[config.mk]
export PLATFORM = sky130hd
export DESIGN_NAME = text_ram
export DESIGN_NICKNAME = d
export VERILOG_FILES = /design/src/rtl/text_ram_pkg.sv /design/src/rtl/text_ram_mem.sv /design/src/rtl/text_ram.sv
export SDC_FILE = /design/constraint.sdc
export NUM_CORES = 2
export LEC_CHECK = 0
export BUFFER_PORTS_ARGS = -buffer_cell sky130_fd_sc_hd__buf_4
export CORE_ASPECT_RATIO = 1.25
export CORE_MARGIN = 3
export CORE_UTILIZATION = 35
export CTS_BUF_LIST = sky130_fd_sc_hd__clkbuf_16
export CTS_CLUSTER_SIZE = 8
export DETAILED_ROUTE_END_ITERATION = 10
export PLACE_DENSITY = 0.57
export SYNTH_ARGS = -nofsm -noshare
export SYNTH_HDL_FRONTEND = slang
export SYNTH_SLANG_ARGS = --single-unit
[constraint.sdc]
create_clock -name clk -period 11.9 [get_ports clk]
set_clock_uncertainty 0.15 [all_clocks]
set_input_delay 2.38 -clock clk [delete_from_list [all_inputs] [get_ports clk]]
set_output_delay 2.38 -clock clk [all_outputs]
set_load 0.005 [all_outputs]
[src/rtl/text_ram_pkg.sv]
// Shared types, defaults and address helpers for the text RAM.
// Latency: n/a (declarations only).
// Backpressure: n/a.
package text_pkg;

    // Default geometry and blank code of the text buffer
    localparam int         COLS_DEF   = 32;
    localparam int         ROWS_DEF   = 8;
    localparam int         PAGES_DEF  = 2;
    localparam int         CODE_W_DEF = 7;
    localparam logic [6:0] BLANK_DEF  = 7'h20;

    // Controller states: normal operation, single-page clear, full clear
    typedef enum logic [1:0] {
        IDLE     = 2'd0,
        CLR_PAGE = 2'd1,
        CLR_ALL  = 2'd2
    } state_t;

    // Column field width
    function automatic int col_w(input int cols);
        return $clog2(cols);
    endfunction

    // Row field width
    function automatic int row_w(input int rows);
        return $clog2(rows);
    endfunction

    // Page port width: at least one bit even for a single page
    function automatic int page_w(input int pages);
        return (pages > 1) ? $clog2(pages) : 1;
    endfunction

    // Flat cell address {page, row, col}; pure shifts since every field is a
    // power of two. Caller truncates to its own address width.
    function automatic logic [31:0] cell_addr(input logic [31:0] page,
                                              input logic [31:0] row,
                                              input logic [31:0] col,
                                              input int          rw,
                                              input int          cw);
        return (page << (rw + cw)) | (row << cw) | col;
    endfunction

endpackage

[src/rtl/text_ram_mem.sv]
// Simple dual-port RAM: one synchronous write port, one registered read port.
// Latency: read data 1 clk after address; read-before-write on collisions.
// Backpressure: none, accepts a write and a read every cycle.
module text_ram_mem #(
    parameter int AW = 9,
    parameter int DW = 7
) (
    input  logic          clk,
    input  logic          i_we,
    input  logic [AW-1:0] i_waddr,
    input  logic [DW-1:0] i_wdat,
    input  logic [AW-1:0] i_raddr,
    output logic [DW-1:0] o_rdat
);

    // No reset on the array or read register so it maps onto block RAM
    logic [DW-1:0] r_mem [0:(1<<AW)-1];

    // Write and registered read share one edge; the read sees the old word
    always_ff @(posedge clk) begin
        if (i_we) begin
            r_mem[i_waddr] <= i_wdat;
        end
        o_rdat <= r_mem[i_raddr];
    end

endmodule

[src/rtl/text_ram.sv]
// Multi-page character buffer with clear engine; optional cursor auto-increment (TEXT_RAM_AUTOINC_EN).
// Latency: char_code 1 clk after char_xy/rd_page; writes land on the accepting edge.
// Backpressure: wr_ready low while the clear engine runs; clr_req ignored while busy.
module text_ram
    import text_pkg::*;
#(
    parameter int                COLS   = COLS_DEF,
    parameter int                ROWS   = ROWS_DEF,
    parameter int                PAGES  = PAGES_DEF,
    parameter int                CODE_W = CODE_W_DEF,
    parameter logic [CODE_W-1:0] BLANK  = CODE_W'(BLANK_DEF),
    localparam int               CW     = col_w(COLS),
    localparam int               RW     = row_w(ROWS),
    localparam int               PW     = page_w(PAGES)
) (
    input  logic              clk,
    input  logic              rst,
    input  logic [CW+RW-1:0]  char_xy,
    input  logic [PW-1:0]     rd_page,
    output logic [CODE_W-1:0] char_code,
    input  logic              wr_valid,
    output logic              wr_ready,
    input  logic [PW-1:0]     wr_page,
    input  logic [CW-1:0]     wr_col,
    input  logic [RW-1:0]     wr_row,
    input  logic [CODE_W-1:0] wr_char,
    input  logic              clr_req,
    input  logic [PW-1:0]     clr_page,
    output logic              busy
`ifdef TEXT_RAM_AUTOINC_EN
    ,
    input  logic              wr_auto,
    input  logic              cur_load
`endif
);

    // Page address bits actually used (zero for a single page)
    localparam int PB     = $clog2(PAGES);
    localparam int CELL_W = CW + RW;
    localparam int AW     = PB + CELL_W;

    state_t            r_state;
    logic [AW-1:0]     r_cnt;
    logic [PW-1:0]     r_clr_page;
    logic              r_rd_vld;
    logic              r_rd_blank;

    logic [CW-1:0]     w_rd_col;
    logic [RW-1:0]     w_rd_row;
    logic [AW-1:0]     w_rd_addr;
    logic              w_rd_blank_nxt;
    logic [CODE_W-1:0] w_ram_q;

    logic              w_wr_fire;
    logic [PW-1:0]     w_wr_page;
    logic [RW-1:0]     w_wr_row;
    logic [CW-1:0]     w_wr_col;
    logic [AW-1:0]     w_wr_addr;

    logic [AW-1:0]     w_clr_addr;
    logic              w_cnt_page_last;
    logic              w_cnt_all_last;

    logic              w_mem_we;
    logic [AW-1:0]     w_mem_waddr;
    logic [CODE_W-1:0] w_mem_wdat;

    // ------------------------------------------------------------------
    // Handshake / status
    // ------------------------------------------------------------------
    assign busy      = (r_state != IDLE);
    assign wr_ready  = (r_state == IDLE);
    assign w_wr_fire = wr_valid && wr_ready;

    // ------------------------------------------------------------------
    // Read side: char_xy is {col, row}
    // ------------------------------------------------------------------
    assign w_rd_col  = char_xy[CELL_W-1:RW];
    assign w_rd_row  = char_xy[RW-1:0];
    assign w_rd_addr = AW'(cell_addr(32'(rd_page), 32'(w_rd_row), 32'(w_rd_col), RW, CW));

    // A read hitting a page that is mid-clear must show blank even though
    // the RAM still holds stale text for cells not yet reached.
    assign w_rd_blank_nxt = (r_state == CLR_ALL) ||
                            ((r_state == CLR_PAGE) && (rd_page == r_clr_page));

    // ------------------------------------------------------------------
    // Write target: direct fields or the auto-increment cursor
    // ------------------------------------------------------------------
`ifdef TEXT_RAM_AUTOINC_EN
    logic [PW-1:0] r_cur_page;
    logic [RW-1:0] r_cur_row;
    logic [CW-1:0] r_cur_col;
    logic [PW-1:0] w_base_page;
    logic [RW-1:0] w_base_row;
    logic [CW-1:0] w_base_col;
    logic [RW-1:0] w_next_row;
    logic [CW-1:0] w_next_col;

    // A simultaneous load takes priority: the auto write goes to the loaded cell
    assign w_base_page = cur_load ? wr_page : r_cur_page;
    assign w_base_row  = cur_load ? wr_row  : r_cur_row;
    assign w_base_col  = cur_load ? wr_col  : r_cur_col;

    // Column wraps into the next row; row wraps within the same page
    assign w_next_col  = w_base_col + CW'(1);
    assign w_next_row  = (&w_base_col) ? (w_base_row + RW'(1)) : w_base_row;

    assign w_wr_page   = wr_auto ? w_base_page : wr_page;
    assign w_wr_row    = wr_auto ? w_base_row  : wr_row;
    assign w_wr_col    = wr_auto ? w_base_col  : wr_col;

    // Cursor: loaded on cur_load, advanced by accepted auto writes, untouched by clears
    always_ff @(posedge clk or negedge rst) begin
        if (!rst) begin
            r_cur_page <= '0;
            r_cur_row  <= '0;
            r_cur_col  <= '0;
        end else if (w_wr_fire && wr_auto) begin
            r_cur_page <= w_base_page;
            r_cur_row  <= w_next_row;
            r_cur_col  <= w_next_col;
        end else if (cur_load) begin
            r_cur_page <= wr_page;
            r_cur_row  <= wr_row;
            r_cur_col  <= wr_col;
        end
    end
`else
    assign w_wr_page = wr_page;
    assign w_wr_row  = wr_row;
    assign w_wr_col  = wr_col;
`endif

    assign w_wr_addr = AW'(cell_addr(32'(w_wr_page), 32'(w_wr_row), 32'(w_wr_col), RW, CW));

    // ------------------------------------------------------------------
    // Clear engine addressing
    // ------------------------------------------------------------------
    // CLR_ALL walks the whole flat array; CLR_PAGE walks only the cell bits
    // under the latched page.
    assign w_cnt_page_last = &r_cnt[CELL_W-1:0];
    assign w_cnt_all_last  = &r_cnt;

    // Clear target address for the current state
    always_comb begin
        w_clr_addr = r_cnt;
        if (r_state == CLR_PAGE) begin
            w_clr_addr = AW'(cell_addr(32'(r_clr_page), 32'(r_cnt[CELL_W-1:CW]),
                                       32'(r_cnt[CW-1:0]), RW, CW));
        end
    end

    // RAM write port arbitration: the clear engine owns the port while busy
    always_comb begin
        w_mem_we    = 1'b0;
        w_mem_waddr = w_wr_addr;
        w_mem_wdat  = wr_char;
        if (r_state != IDLE) begin
            w_mem_we    = 1'b1;
            w_mem_waddr = w_clr_addr;
            w_mem_wdat  = BLANK;
        end else if (w_wr_fire) begin
            w_mem_we    = 1'b1;
        end
    end

    // Controller: reset lands in CLR_ALL so the buffer self-initialises
    always_ff @(posedge clk or negedge rst) begin
        if (!rst) begin
            r_state    <= CLR_ALL;
            r_cnt      <= '0;
            r_clr_page <= '0;
        end else begin
            case (r_state)
                IDLE: begin
                    if (clr_req) begin
                        r_state    <= CLR_PAGE;
                        r_cnt      <= '0;
                        r_clr_page <= clr_page;
                    end
                end
                CLR_PAGE: begin
                    if (w_cnt_page_last) begin
                        r_state <= IDLE;
                        r_cnt   <= '0;
                    end else begin
                        r_cnt   <= r_cnt + AW'(1);
                    end
                end
                CLR_ALL: begin
                    if (w_cnt_all_last) begin
                        r_state <= IDLE;
                        r_cnt   <= '0;
                    end else begin
                        r_cnt   <= r_cnt + AW'(1);
                    end
                end
                default: begin
                    r_state <= CLR_ALL;
                    r_cnt   <= '0;
                end
            endcase
        end
    end

    // Read-side qualifiers registered alongside the RAM read data
    always_ff @(posedge clk or negedge rst) begin
        if (!rst) begin
            r_rd_vld   <= 1'b0;
            r_rd_blank <= 1'b0;
        end else begin
            r_rd_vld   <= 1'b1;
            r_rd_blank <= w_rd_blank_nxt;
        end
    end

    text_ram_mem #(
        .AW (AW),
        .DW (CODE_W)
    ) u_mem (
        .clk     (clk),
        .i_we    (w_mem_we),
        .i_waddr (w_mem_waddr),
        .i_wdat  (w_mem_wdat),
        .i_raddr (w_rd_addr),
        .o_rdat  (w_ram_q)
    );

    // The RAM read register has no reset, so zero and blank are applied
    // with registered qualifiers; every term here comes from a flop.
    assign char_code = !r_rd_vld  ? '0    :
                       r_rd_blank ? BLANK : w_ram_q;

endmodule

==> results.txt <==
First-pass GRT wire length: 553.8 mm
VDD IR max: 231.3 uV
CTS Sinks: 3,605
Slew HR: 9.812%
Pwr Total: 31.10 mW
Final std cells w/o fill: 12,880
Die area: 413,600 sq um
Flop pwr share: 48.7%
Area growth, synth to finish: 13.70%
Worst EP required: 12,610 ps
Area share of the largest cell type after synthesis: 75.76%
Drt first pass iters: 6
Most frequent cells in the layout: edfxtp_1 (3,584), mux4_2 (599), mux2i_1 (591), nor2_1 (561), clkbuf_16 (539)
Dpl hpwl: 232.9 mm
CTS tree: built
GR Layer Usage met1: 23.58%
Max Fclk: 152.3 MHz
Crit path time final: 6567 ps
Max Cap Viol: 0
Row count: 260
Power Density: 192.5 nW/um^2
Top FF cell, synth: edfxtp_1
Internal: 23.61 mW
Ports: 39
Sequential area share after synthesis: 76.11%
Mapped Area: 142,000 sq um
Syn Nets: 7,220
Share of cells above drive strength 1: 18.74%
Met3 Use GR: 2.992%
Clock Tree Buf Depth: 4
Leakage power: 51.00 nW
Clock Power Share: 42.0%
1st-iter DRT viols: 7,507
CP Launch Type: primary input
Total Nets Final: 7,461
Clock slew at reported path FFs: 50 ps
Mapped Cells: 7,183
RSZ-0062 raised after global routing: false
H-Tree Depth: 6
Die extent in y: 718.3 microns
CP max stage delay: 1160 ps
Initial antenna violation count: 17
Post-synth ARST share: 0.3883%
Commonest non-fill, non-tap cell in the layout: edfxtp_1
Post_cts resized: 0
GRT overflow: 0
Placed Cells: 12,270
Post-DP Area: 147,500 sq um
Routing usage on met2: 31.18%
CP max FO: 121
Synth area leaders: edfxtp_1 (76%), mux4_2 (9.5%), mux2i_1 (4.2%)
Largest net degree at the start of global routing: 189
Crit Path Category: in2reg
Max-slew violation count: 0
Mean post-synth cell area: 19.78 sq um
Vias in the first global route: 74,580
Setup ws final: 5333 ps
Post-synth EDFFs: 3,584
RePlAce Congestion: 0.8751
Crit path DAT: 7280 ps
Fin crit share: 55.19%
Worst-Margin Slew: 1345 ps
Worst min path class: reg2reg
Distinct cells, synth: 74
Residual DRC: 0
Routed WL per cell: 30.09 microns
Post-CTS Setup Inserts: 0
TritonCTS Buffers: 525
Setup violations, final: 0
Crit-path slowest cell: a211oi_1
Number of synthesis warnings: 0
Routed Antenna Nets: 0
Hold Fails Final Rpt: 0
#FFs+latches synth: 3,605
GRT Total Usage: 18.30%
Initial core utilization: 35.27%
Post-Route WL: 387.4 mm
Logic pwr share: 9.3%
Hold buffers post-CTS: 0
Crit path capture type: register
Gr busiest metal: met2
Setup TNS: 0 ps
Worst path top cell family by delay: compound AO/OA/AOI/OAI gates
CP Buf/Inv Count: 3
Root Buffer: clkbuf_16
Status: finished, final reports clean
Via density: 5.617
Worst-path cell chain: buf_6, buf_4, nand2b_4, buf_12, o221ai_1, nor3_1, nor4_1, o211ai_1, a211oi_1, and4b_1
Place WS: 4540 ps
Via count: 72,330
Core Region: 402,700 sq um
Port-buffer cells: 38
Sw Ratio: 24.06%
Finished Cell Area: 161,500 sq um
Worst skew pair latency: 920 ps
Cell accounting for the most synthesized area: edfxtp_1
Switching power: 7.483 mW
Die width: 575.8 microns
==> cells by family (layout without fill, tap and decap cells) <==
kind of cell             after synthesis  count (layout)  synth area share, %
other                                  1               6             0.002640
AO/OA/AOI/OAI                        854             854                4.260
AND/OR/NAND/NOR                     1018            1018                3.144
multiplexers                        1220            1220                14.18
flip-flops                          3605            3605                76.11
buffers and inverters                477             796                2.230
XOR/XNOR                               1               1             0.006167
adder cells (fa/ha/maj)                7               7              0.06165
==> path summary, 6_finish.rpt <==
| check | startpoint | to | slack (ps) | cells past startpoint |
|---|---|---|---|---|
| worst max-delay path | char_xy[5] | u_mem.o_rdat[4] | 5330 | 10 |
| worst min-delay path | r_state[1] | r_state[1] | 410 | 2 |
| worst max register to register | r_state[0] | u_mem.r_mem[168][2] | 7280 | 9 |
| worst min register to register | r_state[1] | r_state[1] | 410 | 2 |
| max in group asynchronous | rst | r_state[1] | 10150 | 1 |
| min in group asynchronous | rst | r_rd_vld | 1180 | 1 |
==> state kept, by name, indices dropped and copies added (netlist names) <==
| signal | flops |
|---|---|
| u_mem.o_rdat | 7 |
| r_cnt | 9 |
| r_state | 2 |
| r_clr_page | 1 |
| r_rd_blank | 1 |
| r_rd_vld | 1 |
| u_mem.r_mem | 3584 |
==> worst reg2reg max path, cell delays in order (launching register included) <==
cell and delay, ps:
dfrtp_1 420, inv_1 100, ha_1 140, buf_4 400, inv_1 270, nor3b_1 250
a31oi_1 100, nor2_1 840, nand2_1 740, nor2_1 820
==> layer usage <==
layer,vias to the layer above,part of all wire (%),routed length [microns]
li1,30110,-,-
met4,4,3.7,14240
met1,38400,39,150900
met3,692,6.9,26570
met2,3125,51,195700
met5,-,0.0072,28
==> area by class of cell <==
class	count	area [sq um]
fillers	35680	241200
diodes	5	12.51
flip-flops and latches	3605	108100
clock inverters	66	553.0
inverters	18	77.57
multi-input cells	3101	31010
well taps	5371	6720
clock buffers	539	13490
repair buffers	173	1534
==> power groups by stage <==
stage	clock network (mW)	registers, mW	logic, mW
6_report	13.1	15.2	2.88
4_1_cts	13.3	15.2	2.93
2_1_floorplan	0	16.0	1.43
3_5_place_dp	0	15.4	2.93
5_1_grt	13.8	15.1	3.05
3_3_place_gp	0	15.4	2.83
==> synth_stat cells, types with 25 or more instances <==
master and number:
edfxtp_1 3584, mux4_2 599, mux2i_1 591, nor2_1 562
o221ai_1 222, clkbuf_1 200, nand2_1 166, o22ai_1 154
a21oi_1 139, nor3_1 114, o21ai_0 104, buf_2 81
buf_6 62, buf_8 37, nor4_1 37, buf_1 36
a211oi_1 31, a22oi_1 31, o31ai_1 30, mux4_1 27
nand4_1 27, nand3_1 26, a211o_1 25
==> stage by stage <==
stage               hold slack, ps  util (%)
global route                 469.3     40.10
CTS                          415.7     40.10
detailed placement           403.1     36.61
global placement             374.2     36.61
floorplan                    354.0         -
finish                       414.7     40.10
Power figures use the tool's default switching activity.
